--- config.mk ---
export PLATFORM = sky130hd
export DESIGN_NAME = vesa_timing_3840x2160_30hz_flat
export DESIGN_NICKNAME = d
export VERILOG_FILES = /design/src/rtl/vesa_timing_3840x2160_30hz_if.sv /design/src/rtl/vesa_timing_3840x2160_30hz.sv /design/src/flat_wrapper.sv
export SDC_FILE = /design/constraint.sdc
export NUM_CORES = 1
export LEC_CHECK = 0
export ABC_AREA = 0
export CORE_ASPECT_RATIO = 1.1
export CORE_MARGIN = 1.5
export CORE_UTILIZATION = 40
export CTS_CLUSTER_DIAMETER = 150
export DETAILED_ROUTE_END_ITERATION = 12
export SLEW_MARGIN = 0
export SYNTH_ARGS = -nofsm -noshare
export SYNTH_HDL_FRONTEND = slang
export SYNTH_SLANG_ARGS = --single-unit
--- constraint.sdc ---
create_clock -name clk -period 5.8 [get_ports clk]
set_clock_uncertainty 0.2 [all_clocks]
set_input_delay 0.58 -clock clk [delete_from_list [all_inputs] [get_ports clk]]
set_output_delay 0.58 -clock clk [all_outputs]
set_load 0.02 [all_outputs]
--- src/rtl/vesa_timing_3840x2160_30hz_if.sv ---
// Video timing bundle: sync, enables and raster position from the timing generator.
interface vesa_timing_3840x2160_30hz_if;
    logic        hsync;
    logic        vsync;
    logic        de;
    logic        frame_valid;
    logic [15:0] h_count;
    logic [15:0] v_count;

    modport master (output hsync, vsync, de, frame_valid, h_count, v_count);
    modport slave  (input  hsync, vsync, de, frame_valid, h_count, v_count);
endinterface

--- src/rtl/vesa_timing_3840x2160_30hz.sv ---
// 3840x2160@30Hz raster timing generator: free-running h/v counters with
// registered sync/enable outputs aligned to the counts they accompany.
module vesa_timing_3840x2160_30hz #(
    parameter int H_ACTIVE = 3840,
    parameter int H_FP     = 48,
    parameter int H_SYNC   = 32,
    parameter int H_BP     = 208,
    parameter int V_ACTIVE = 2160,
    parameter int V_FP     = 3,
    parameter int V_SYNC   = 5,
    parameter int V_BP     = 31
) (
    input  logic                            clk,
    input  logic                            rst,
    vesa_timing_3840x2160_30hz_if.master    vid
);
    localparam int H_TOTAL = H_ACTIVE + H_FP + H_SYNC + H_BP;
    localparam int V_TOTAL = V_ACTIVE + V_FP + V_SYNC + V_BP;

    localparam logic [15:0] H_LAST    = 16'(H_TOTAL - 1);
    localparam logic [15:0] V_LAST    = 16'(V_TOTAL - 1);
    localparam logic [15:0] H_ACT_END = 16'(H_ACTIVE);
    localparam logic [15:0] V_ACT_END = 16'(V_ACTIVE);
    localparam logic [15:0] HS_START  = 16'(H_ACTIVE + H_FP);
    localparam logic [15:0] HS_END    = 16'(H_ACTIVE + H_FP + H_SYNC);
    localparam logic [15:0] VS_START  = 16'(V_ACTIVE + V_FP);
    localparam logic [15:0] VS_END    = 16'(V_ACTIVE + V_FP + V_SYNC);

    logic [15:0] h_count_q, h_count_d;
    logic [15:0] v_count_q, v_count_d;
    logic        de_q, de_d;
    logic        frame_valid_q, frame_valid_d;
    logic        hsync_q, hsync_d;
    logic        vsync_q, vsync_d;

    always_comb begin
        // NOTE: every output of this block gets a default first so no path can infer a latch.
        h_count_d = h_count_q + 16'd1;
        v_count_d = v_count_q;
        if (h_count_q == H_LAST) begin
            h_count_d = '0;
            v_count_d = (v_count_q == V_LAST) ? '0 : v_count_q + 16'd1;
        end

        // Decode from the next counts so the registered flags line up with the registered counts.
        de_d          = (h_count_d < H_ACT_END) && (v_count_d < V_ACT_END);
        frame_valid_d = (v_count_d < V_ACT_END);
        hsync_d       = (h_count_d >= HS_START) && (h_count_d < HS_END);
        vsync_d       = !((v_count_d >= VS_START) && (v_count_d < VS_END));
    end

    // NOTE: reset parks the raster on its last position, so the first edge after release lands on pixel 0,0.
    always_ff @(posedge clk or posedge rst) begin
        if (rst) begin
            h_count_q     <= H_LAST;
            v_count_q     <= V_LAST;
            de_q          <= 1'b0;
            frame_valid_q <= 1'b0;
            hsync_q       <= 1'b0;
            vsync_q       <= 1'b1;
        end else begin
            // NOTE: non-blocking assignments keep every flop sampling pre-edge values.
            h_count_q     <= h_count_d;
            v_count_q     <= v_count_d;
            de_q          <= de_d;
            frame_valid_q <= frame_valid_d;
            hsync_q       <= hsync_d;
            vsync_q       <= vsync_d;
        end
    end

    assign vid.h_count     = h_count_q;
    assign vid.v_count     = v_count_q;
    assign vid.de          = de_q;
    assign vid.frame_valid = frame_valid_q;
    assign vid.hsync       = hsync_q;
    assign vid.vsync       = vsync_q;
endmodule

--- src/flat_wrapper.sv ---
// flat-port wrapper written by rule: the top's interface ports become plain ports
module vesa_timing_3840x2160_30hz_flat 
#(
    parameter int H_ACTIVE = 3840,
    parameter int H_FP     = 48,
    parameter int H_SYNC   = 32,
    parameter int H_BP     = 208,
    parameter int V_ACTIVE = 2160,
    parameter int V_FP     = 3,
    parameter int V_SYNC   = 5,
    parameter int V_BP     = 31
)
  (clk, rst, vid_hsync, vid_vsync, vid_de, vid_frame_valid, vid_h_count, vid_v_count);
  vesa_timing_3840x2160_30hz_if vid_i ();
  input  logic clk;
  input  logic rst;
  output wire logic [$bits(vid_i.hsync)-1:0] vid_hsync;
  output wire logic [$bits(vid_i.vsync)-1:0] vid_vsync;
  output wire logic [$bits(vid_i.de)-1:0] vid_de;
  output wire logic [$bits(vid_i.frame_valid)-1:0] vid_frame_valid;
  output wire logic [$bits(vid_i.h_count)-1:0] vid_h_count;
  output wire logic [$bits(vid_i.v_count)-1:0] vid_v_count;
  assign vid_hsync = vid_i.hsync;
  assign vid_vsync = vid_i.vsync;
  assign vid_de = vid_i.de;
  assign vid_frame_valid = vid_i.frame_valid;
  assign vid_h_count = vid_i.h_count;
  assign vid_v_count = vid_i.v_count;
  vesa_timing_3840x2160_30hz #(.H_ACTIVE(H_ACTIVE), .H_FP(H_FP), .H_SYNC(H_SYNC), .H_BP(H_BP), .V_ACTIVE(V_ACTIVE), .V_FP(V_FP), .V_SYNC(V_SYNC), .V_BP(V_BP)) u_core (.clk(clk), .rst(rst), .vid(vid_i));
endmodule
==> impl_metrics.py, run 1 <==
metrics = {
    "timing": {
        "hold_ws_ns": 0.347,
        "fin_crit_ns": 3.70,
        "hold_viol_final": 0,
        "setup_violations": 0,
        "setup_ws_ns": 2.10,
        "slew_viol_final": 0,
        "period_share_pct": 63.8,
        "timing.fmax_mhz": 270,
        "rsz0062_at_grt": "false",
        "maxSlewHeadroom_pct": 58.2,
        "worst_pin_slew_ns": 0.628,
        "setup_tns_ns": 0,
    },
    "drt": {
        "drtIter0Drc": 155,
        "via_per_inst": 5.72,
        "drc": 0,
        "wl_per_cell_um": 16.9,
        "num_vias": 1659,
        "drtPass1Iterations": 4,
        "drtAntennaViolNets": 0,
        "routed_wl_um": 4900,
    },
    "final_layout": {
        "nFillCells": 423,
        "area.growth.synth_to_final_pct": 26.8,
        "drive_gt1_share_pct": 12.4,
        "post-route-util_pct": 53.1,
        "final_nets": 238,
        "antennaDiodeCount": 0,
    },
    "worst_setup_path": {
        "slowest_delay_ns": 0.63,
        "crit_type": "flip-flop to flip-flop",
        "endpoint_kind": "flip-flop",
        "critPathTopFamily": "simple AND/OR/NAND/NOR gates",
        "crit_path_cell_trace": "ha_1, and4_1, and4_1, and2_4, nand4_1, xnor2_1, or4_4, or4_1",
        "worst-path-buf-inv": 0,
        "crit_fanout": 18,
        "slowest_stage": "and4_1",
        "critPathRequiredTime_ns": 5.82,
        "arrival_ns": 3.72,
        "cp-start-kind": "flip-flop",
        "path_common_cell": "and4_1",
    },
    "floorplanning": {
        "die_y_um": 76.2,
        "initial_core_util_pct": 41.9,
        "die_w_um": 69.5,
        "dieArea_sq_um": 5300,
        "ios": 38,
        "num_rows": 26,
        "core-area_sq_um": 4650,
    },
    "clock_network": {
        "cts_buffers": 5,
        "cts_hold_buf": 0,
        "clock_sinks": 36,
        "cts_resized": 0,
        "h-tree-depth": 2,
        "root_buffer": "clkbuf_8",
        "cts_tree": "done",
        "clk_latency_ns": 0.30,
        "cts_setup_buffers": 0,
        "clock_path_buffers": 2,
        "path_clk_slew_ns": 0.08,
    },
    "yosys": {
        "synth_common_cells": "dfrtp_1, nand2_1, nor2_1, xnor2_1",
        "synth.top_cell.area_share_pct": 30.8,
        "yosys_warnings": 0,
        "yosys.cell_types.count": 42,
        "synth.most_common_cell": "dfrtp_1",
        "netlist_area_sq_um": 1950,
        "syn-num-nets": 197,
        "synth_top_flop_cell": "dfrtp_1",
        "ys_ff_latch": 36,
        "synth_seq_area_share_pct": 47.0,
        "synth_area_leaders": "dfrtp_1, dfstp_2, xnor2_1",
        "synth_edf_count": 0,
        "synth_top_area_cell": "dfrtp_1",
        "syn_avg_cell_area_sq_um": 10.1,
        "async_flop_share_pct": 100,
        "syn_inst": 192,
    },
    "run": {
        "maxCapViolCount": 0,
    },
    "global_routing": {
        "grt_first_pass_wirelength_um": 8240,
        "first_global_vias": 1620,
        "grt_max_degree": 37,
        "track_usage_pct": 19.8,
        "grt_overflow": 0,
        "antenna_found_initial": 0,
    },
    "placed_design": {
        "post-dp-hpwl_um": 3520,
        "dp_slack_ns": 2.13,
        "io_buffers": 37,
        "gp_routability_congestion": 0.925,
    },
    "hold_path": {
        "hold_path.class": "flip-flop to flip-flop",
    },
    "pwr": {
        "max-vdd-ir-drop_v": 0.000106,
        "leakagePower_nw": 0.987,
        "p_per_area_nw_per_um2": 184,
    },
    "status": {
        "status": "completed",
    },
}
==> path summary, 6_finish.rpt <==
check                                         to  slack [ns]             startpoint  cells past startpoint
max in group asynchronous  u_core.vid.v_count[4]        4.56                    rst                      3
min in group asynchronous          u_core.vid.de        0.48                    rst                      3
min reg2reg                u_core.vid.v_count[1]        0.35  u_core.vid.v_count[1]                      2
min                        u_core.vid.v_count[1]        0.35  u_core.vid.v_count[1]                      2
max reg2reg                     u_core.vid.vsync        2.10  u_core.vid.h_count[0]                      8
max                             u_core.vid.vsync        2.10  u_core.vid.h_count[0]                      8
==> flip-flops by register name, summed over array words and instances, names as in the netlist <==
| register | count |
|---|---|
| u_core.vid.de | 1 |
| u_core.vid.frame_valid | 1 |
| u_core.vid.h_count | 16 |
| u_core.vid.hsync | 1 |
| u_core.vid.v_count | 16 |
| u_core.vid.vsync | 1 |
==> cells by family (layout without fill, tap and decap cells) <==
family                   after synthesis  in the layout  share of synthesized area (%)
flip-flops                            36             36                           47.0
AO/OA/AOI/OAI                         26             26                           8.67
adder cells (fa/ha/maj)                3              3                           1.93
XOR/XNOR                              23             23                           10.3
buffers and inverters                 11             53                           2.63
AND/OR/NAND/NOR                       93             93                           29.4
==> layout by cell type (no fill, tap or decap), types with 2 or more instances in the layout <==
cell type	instances
xor2_1	7
ha_1	3
and3_1	5
and4_1	6
nor2b_1	2
nor4b_2	2
nor2_1	16
inv_1	7
nor3_1	7
dfstp_2	12
nand3_1	9
nand2b_1	2
a21o_1	2
or4_1	2
dfrtp_1	24
clkdlybuf4s50_1	37
clkbuf_8	7
xnor2_1	16
nand4_1	12
a21oi_1	3
and2_1	2
nand2_1	18
o31ai_1	5
o21ai_0	9
==> metrics by stage <==
stage          power [mW]  std cells  cell area [sq um]
2_1_floorplan       0.259        192               1950
3_3_place_gp        0.262        282               2370
3_5_place_dp        0.262        282               2370
4_1_cts             0.460        290               2470
5_1_grt             0.469        290               2470
6_report            0.456        290               2470
==> tightest hold or removal path, cell delays in order, from the launching register on <==
cell      delay, ns
dfstp_2        0.40
nor2_1         0.10
a211oi_1       0.05
==> where the power goes <==
group          switching [mW]  internal, mW  total [mW]
sequential                  0         0.251       0.251
clock                  0.0899         0.108       0.198
combinational         0.00483       0.00108     0.00591
==> area by class of cell <==
cell class | count | area, sq um | share of cell area (%)
sequential | 36 | 916 | 37.1
multi-input combinational | 145 | 981 | 39.7
tap | 56 | 70.1 | 2.84
inverter | 7 | 26.3 | 1.06
timing repair buffer | 38 | 378 | 15.3
clock buffer | 8 | 100 | 4.05
==> routing by layer <==
| metal | GRT usage (%) | wire length [um] |
|---|---|---|
| met5 | 0 | 0 |
| met4 | 9.22 | 80 |
| met3 | 4.50 | 238 |
| met2 | 32.4 | 2430 |
| met1 | 24.7 | 2150 |
Power figures use the tool's default switching activity.
==> run 2, diff against run 1 <==
Settings changed: PLACE_DENSITY set to 0.67.
Clock period 5.8 ns to 3.2 ns, I/O delays scaled along.
==> run 2 against run 1 <==
  * Via count is 1.9% lower
  * Global-route usage decreased by 1.3 points
  * Clock power grew 57%
  * First-iteration DRC count fell by 3.2%
==> impl_metrics.py, run 2 (synthesized netlist as in run 1, its figures left out) <==
metrics = {
    "placed_design": {
        "io_buffers": 37,
        "placed_area_sq_um": 2400,
        "post-dp-hpwl_um": 3390,
        "gp_routability_congestion": 0.894,
    },
    "timing": {
        "hold_viol_final": 0,
        "hold_ws_ns": 0.117,
        "period_share_pct": 96.0,
        "slew_viol_final": 0,
        "fin_crit_ns": 3.07,
        "setup_violations": 0,
        "worst_pin_slew_ns": 0.421,
        "maxSlewHeadroom_pct": 71.9,
        "timing.fmax_mhz": 325,
        "setup_tns_ns": 0,
        "rsz0062_at_grt": "false",
    },
    "global_routing": {
        "track_usage_pct": 18.4,
        "antenna_found_initial": 0,
        "grt_max_degree": 27,
        "grt_first_pass_wirelength_um": 7760,
        "grt_overflow": 0,
        "first_global_vias": 1576,
    },
    "drt": {
        "num_vias": 1628,
        "wl_per_cell_um": 15.7,
        "via_per_inst": 5.54,
        "drc": 0,
        "routed_wl_um": 4610,
        "drtIter0Drc": 150,
        "drtPass1Iterations": 4,
        "drtAntennaViolNets": 0,
    },
    "worst_setup_path": {
        "rrSetupSlack_ns": 0.13,
        "arrival_ns": 3.08,
        "slowest_delay_ns": 0.57,
        "reg2reg_to": "u_core.vid.vsync",
        "crit_path_cell_trace": "ha_1, and4_4, and4_1, and2_4, nand4_1, xnor2_1, or4_4, or4_1",
        "slowest_stage": "dfstp_2",
        "critPathRequiredTime_ns": 3.20,
        "r2r_cells": 8,
        "cp-start-kind": "flip-flop",
        "crit_type": "flip-flop to flip-flop",
        "crit_path_end": "u_core.vid.vsync",
        "worstSetupStartpoint": "u_core.vid.h_count[0]",
        "r2r_start": "u_core.vid.h_count[0]",
        "endpoint_kind": "flip-flop",
        "crit_fanout": 5,
    },
    "floorplanning": {
        "ios": 38,
        "dieArea_sq_um": 5300,
        "die_y_um": 76.2,
        "core-area_sq_um": 4650,
        "initial_core_util_pct": 41.9,
        "die_w_um": 69.5,
        "num_rows": 26,
    },
    "final_layout": {
        "area.growth.synth_to_final_pct": 27.6,
        "post-route-util_pct": 53.4,
        "drive_gt1_share_pct": 13.9,
        "antennaDiodeCount": 0,
        "final_common_cell": "clkdlybuf4s50_1",
        "final_nets": 242,
        "nFillCells": 420,
        "final_area_sq_um": 2480,
        "mostFrequentLayoutCells": "clkdlybuf4s50_1, dfrtp_1, nand2_1",
    },
    "clock_network": {
        "cts_buffers": 5,
        "clock_path_buffers": 2,
        "cts_hold_buf": 0,
        "cts_tree": "done",
        "clock_sinks": 36,
        "path_clk_slew_ns": 0.07,
        "root_buffer": "clkbuf_8",
        "clk_latency_ns": 0.29,
        "h-tree-depth": 2,
    },
    "pwr": {
        "p_per_area_nw_per_um2": 312,
        "leakagePower_nw": 0.999,
        "max-vdd-ir-drop_v": 0.000254,
        "finalPower_uw": 776,
    },
    "run": {
        "maxCapViolCount": 0,
    },
    "status": {
        "status": "completed",
    },
    "hold_path": {
        "hold_path.class": "primary input to asynchronous set/reset pin",
    },
}
[run 2: changes by cell type in the layout (fill, tap and decap cells not counted)]
cell / delta
and4_1: -1
and4_4: +1
buf_4: +4
clkbuf_1: +1
clkbuf_8: -2
clkinv_2: +1
[run 2: routing by layer]
layer  track usage, %  up-vias  part of all wire [%]
li1                 -      787                     -
met1             23.5      789                    44
met2             30.2       47                    49
met3             4.63        5                   5.3
met4             6.86        0                   1.6
met5                0        -                     0
[run 2: report_power, final]
part / internal [mW] / switching, mW / total [mW]
clock network: 0.153 / 0.157 / 0.310
registers: 0.456 / 0 / 0.456
logic: 0.00192 / 0.00881 / 0.0107
total: 0.610 / 0.166 / 0.776
[run 2: timing repair]
action | CTS | global route
setup endpoints to repair | 0 | 2
buffers inserted | 0 | 0
gates resized for setup | 0 | 2
[run 2: final cells by class]
| type | instances | area (sq um) | area share (%) |
|---|---|---|---|
| flip-flops and latches | 36 | 916 | 36.9 |
| clock inverters | 1 | 5.00 | 0.201 |
| multi-input cells | 145 | 983 | 39.6 |
| repair buffers | 42 | 408 | 16.4 |
| inverters | 7 | 26.3 | 1.06 |
| clock buffers | 7 | 76.3 | 3.07 |
| well taps | 56 | 70.1 | 2.82 |
[run 2: worst min-delay path by stage]
stage / to / slack (ns) / startpoint
global route: u_core.vid.v_count[6] / 0.17 / rst
floorplan: u_core.vid.de / 0.28 / rst
global placement: u_core.vid.h_count[0] / 0.31 / u_core.vid.h_count[0]
CTS: u_core.vid.v_count[6] / 0.12 / rst
finish: u_core.vid.v_count[8] / 0.12 / rst
detailed placement: u_core.vid.h_count[0] / 0.33 / u_core.vid.h_count[0]
[run 2: worst max-delay path, delay by kind of cell (launching register included)]
| family | cells | cell delay [ns] |
|---|---|---|
| DFF | 1 | 0.57 |
| xor gates and xnor gates | 1 | 0.16 |
| adders and majority gates | 1 | 0.21 |
| and+or+nand+nor | 6 | 1.85 |
[run 2: per-stage QoR]
step	cells	setup WS (ns)
global route	294	0.0173
floorplan	192	0.0471
finish	294	0.127
global placement	286	0.164
CTS	294	0.0689
detailed placement	286	0.0920
==> run 3, diff against run 2 <==
--- a/config.mk
+++ b/config.mk
@@ -10,6 +10,6 @@
 export CORE_MARGIN = 1.5
-export CORE_UTILIZATION = 40
+export CORE_UTILIZATION = 46
 export CTS_CLUSTER_DIAMETER = 150
 export DETAILED_ROUTE_END_ITERATION = 12
-export PLACE_DENSITY = 0.67
+export PLACE_DENSITY = 0.75
 export SLEW_MARGIN = 0
--- a/constraint.sdc
+++ b/constraint.sdc
@@ -4,2 +4,2 @@
 set_output_delay 0.32 -clock clk [all_outputs]
-set_load 0.02 [all_outputs]
+set_load 0.01 [all_outputs]
==> run 3 against run 2 <==
  * Register-to-register slack about the same
  * Final area increased by 0.25%
  * Cell count decreased by 1.7%
  * Power increased by 6.4%
  * Combinational power about the same
  * Die area decreased by 13%
  * Core utilization increased by 8.5 points
  * Sequential share of layout area decreased by 0.093 points
==> impl_metrics.py, run 3 (synthesized netlist as in run 1, its figures left out) <==
metrics = {
    "status": {
        "status": "completed",
    },
    "clock_network": {
        "root_buffer": "clkbuf_8",
        "cts_tree": "done",
        "h-tree-depth": 2,
        "clock_sinks": 36,
        "cts_resized": 0,
        "clock_path_buffers": 2,
        "cts_hold_buf": 0,
        "clk_latency_ns": 0.29,
        "path_clk_slew_ns": 0.08,
        "cts_buffers": 5,
        "cts_setup_buffers": 0,
    },
    "timing": {
        "slew_viol_final": 0,
        "period_share_pct": 95.8,
        "fin_crit_ns": 3.07,
        "hold_viol_final": 0,
        "setup_violations": 0,
        "setup_tns_ns": 0,
        "timing.fmax_mhz": 326,
        "setup_ws_ns": 0.134,
        "rsz0062_at_grt": "false",
        "worst_pin_slew_ns": 0.451,
        "maxSlewHeadroom_pct": 69.9,
    },
    "pwr": {
        "p_int_uw": 654,
        "combPwrFrac_pct": 1.3,
        "finalPower_uw": 826,
        "p_sw_share_pct": 20.8,
        "p_sw_uw": 172,
        "max-vdd-ir-drop_v": 0.000258,
        "leakagePower_nw": 1.00,
        "p_seq_share_pct": 55.2,
        "pwr-share-clk_pct": 43.5,
        "p_per_area_nw_per_um2": 332,
    },
    "placed_design": {
        "placed_area_sq_um": 2390,
        "gp_routability_congestion": 0.880,
        "dp_slack_ns": 0.0914,
        "io_buffers": 37,
        "post-dp-hpwl_um": 3300,
        "dp.cells": 281,
    },
    "global_routing": {
        "antenna_found_initial": 0,
        "track_usage_pct": 22.2,
        "grt_max_degree": 37,
        "first_global_vias": 1600,
        "grt_first_pass_wirelength_um": 7910,
        "grt_overflow": 0,
    },
    "run": {
        "maxCapViolCount": 0,
    },
    "final_layout": {
        "drive_gt1_share_pct": 13.9,
        "antennaDiodeCount": 0,
        "final_nets": 241,
        "mostFrequentLayoutCells": "clkdlybuf4s50_1, dfrtp_1, nand2_1",
        "nFillCells": 359,
        "final_common_cell": "clkdlybuf4s50_1",
        "area.growth.synth_to_final_pct": 27.9,
        "final_area_sq_um": 2490,
        "fin_cells": 289,
    },
    "worst_setup_path": {
        "slowest_delay_ns": 0.57,
        "reg2reg_to": "u_core.vid.vsync",
        "crit_fanout": 5,
        "cp-start-kind": "flip-flop",
        "crit_type": "flip-flop to flip-flop",
        "r2r_start": "u_core.vid.h_count[0]",
        "rrSetupSlack_ns": 0.13,
        "slowest_stage": "dfstp_2",
        "crit_path_cell_trace": "ha_1, and4_4, and4_1, and2_4, nand4_1, xnor2_1, or4_4, or4_1",
        "critPathRequiredTime_ns": 3.21,
        "r2r_cells": 8,
        "worst-path-buf-inv": 0,
        "critPathTopFamily": "simple AND/OR/NAND/NOR gates",
        "arrival_ns": 3.08,
        "endpoint_kind": "flip-flop",
    },
    "drt": {
        "routed_wl_um": 4630,
        "drtAntennaViolNets": 0,
        "drc": 0,
        "drtIter0Drc": 82,
        "num_vias": 1608,
        "wl_per_cell_um": 16.0,
        "drtPass1Iterations": 4,
        "via_per_inst": 5.56,
    },
    "floorplanning": {
        "dieArea_sq_um": 4640,
        "core-area_sq_um": 4020,
        "num_rows": 24,
        "initial_core_util_pct": 48.4,
        "ios": 38,
        "die_y_um": 71.3,
        "die_w_um": 65.1,
    },
    "hold_path": {
        "hold_path.class": "primary input to asynchronous set/reset pin",
    },
}
-- run 3: cell count changes in the layout (fill, tap and decap cells not counted), sizes merged --
cell	previous run	this run
buf	5	4
clkbuf	7	8
clkinv	1	0
-- run 3: power by group through the flow --
stage / combinational [mW] / clock (mW) / sequential, mW
after floorplan: 0.00657 / 0 / 0.464
after CTS: 0.0115 / 0.366 / 0.456
after detailed placement: 0.0115 / 0 / 0.464
final: 0.0107 / 0.360 / 0.456
after global placement: 0.0115 / 0 / 0.464
after global routing: 0.0126 / 0.387 / 0.455
-- run 3: how the worst max path moves through the flow --
stage | start | slack [ns] | cells past startpoint | end
5_1_grt | u_core.vid.h_count[0] | 0.007 | 8 | u_core.vid.vsync
3_3_place_gp | u_core.vid.h_count[0] | 0.16 | 8 | u_core.vid.vsync
2_1_floorplan | u_core.vid.h_count[0] | 0.10 | 9 | u_core.vid.vsync
4_1_cts | u_core.vid.h_count[0] | 0.08 | 8 | u_core.vid.vsync
3_5_place_dp | u_core.vid.h_count[0] | 0.09 | 8 | u_core.vid.vsync
6_report | u_core.vid.h_count[0] | 0.13 | 8 | u_core.vid.vsync
-- run 3: stage by stage --
stage | utilization, % | hold slack, ns
after detailed placement | 59.4 | 0.334
after CTS | 61.8 | 0.248
after global placement | 59.4 | 0.320
after floorplan | - | 0.278
final | 61.9 | 0.234
after global routing | 61.9 | 0.273
-- run 3: area by class of cell --
cell class / instances / area [sq um] / share of cell area, %
Multi-Input combinational cell: 145 / 983 / 39.5
Sequential cell: 36 / 916 / 36.8
Timing Repair Buffer: 41 / 400 / 16.1
Clock buffer: 8 / 100 / 4.02
Tap cell: 52 / 65.1 / 2.61
Inverter: 7 / 26.3 / 1.05
-- run 3: worst register-to-register path, delay by kind of cell (launching register included) --
family	cells	cell delay, ns
and+or+nand+nor	6	1.83
DFF	1	0.57
adders and majority gates	1	0.22
xor gates and xnor gates	1	0.16
-- run 3: routing by layer --
metal | GRT usage, % | up-vias | share of wire, %
met5 | 0 | - | 0
met3 | 5.49 | 8 | 5.0
met4 | 6.25 | 0 | 1.3
met2 | 35.4 | 55 | 47
met1 | 30.4 | 760 | 47
li1 | - | 785 | -
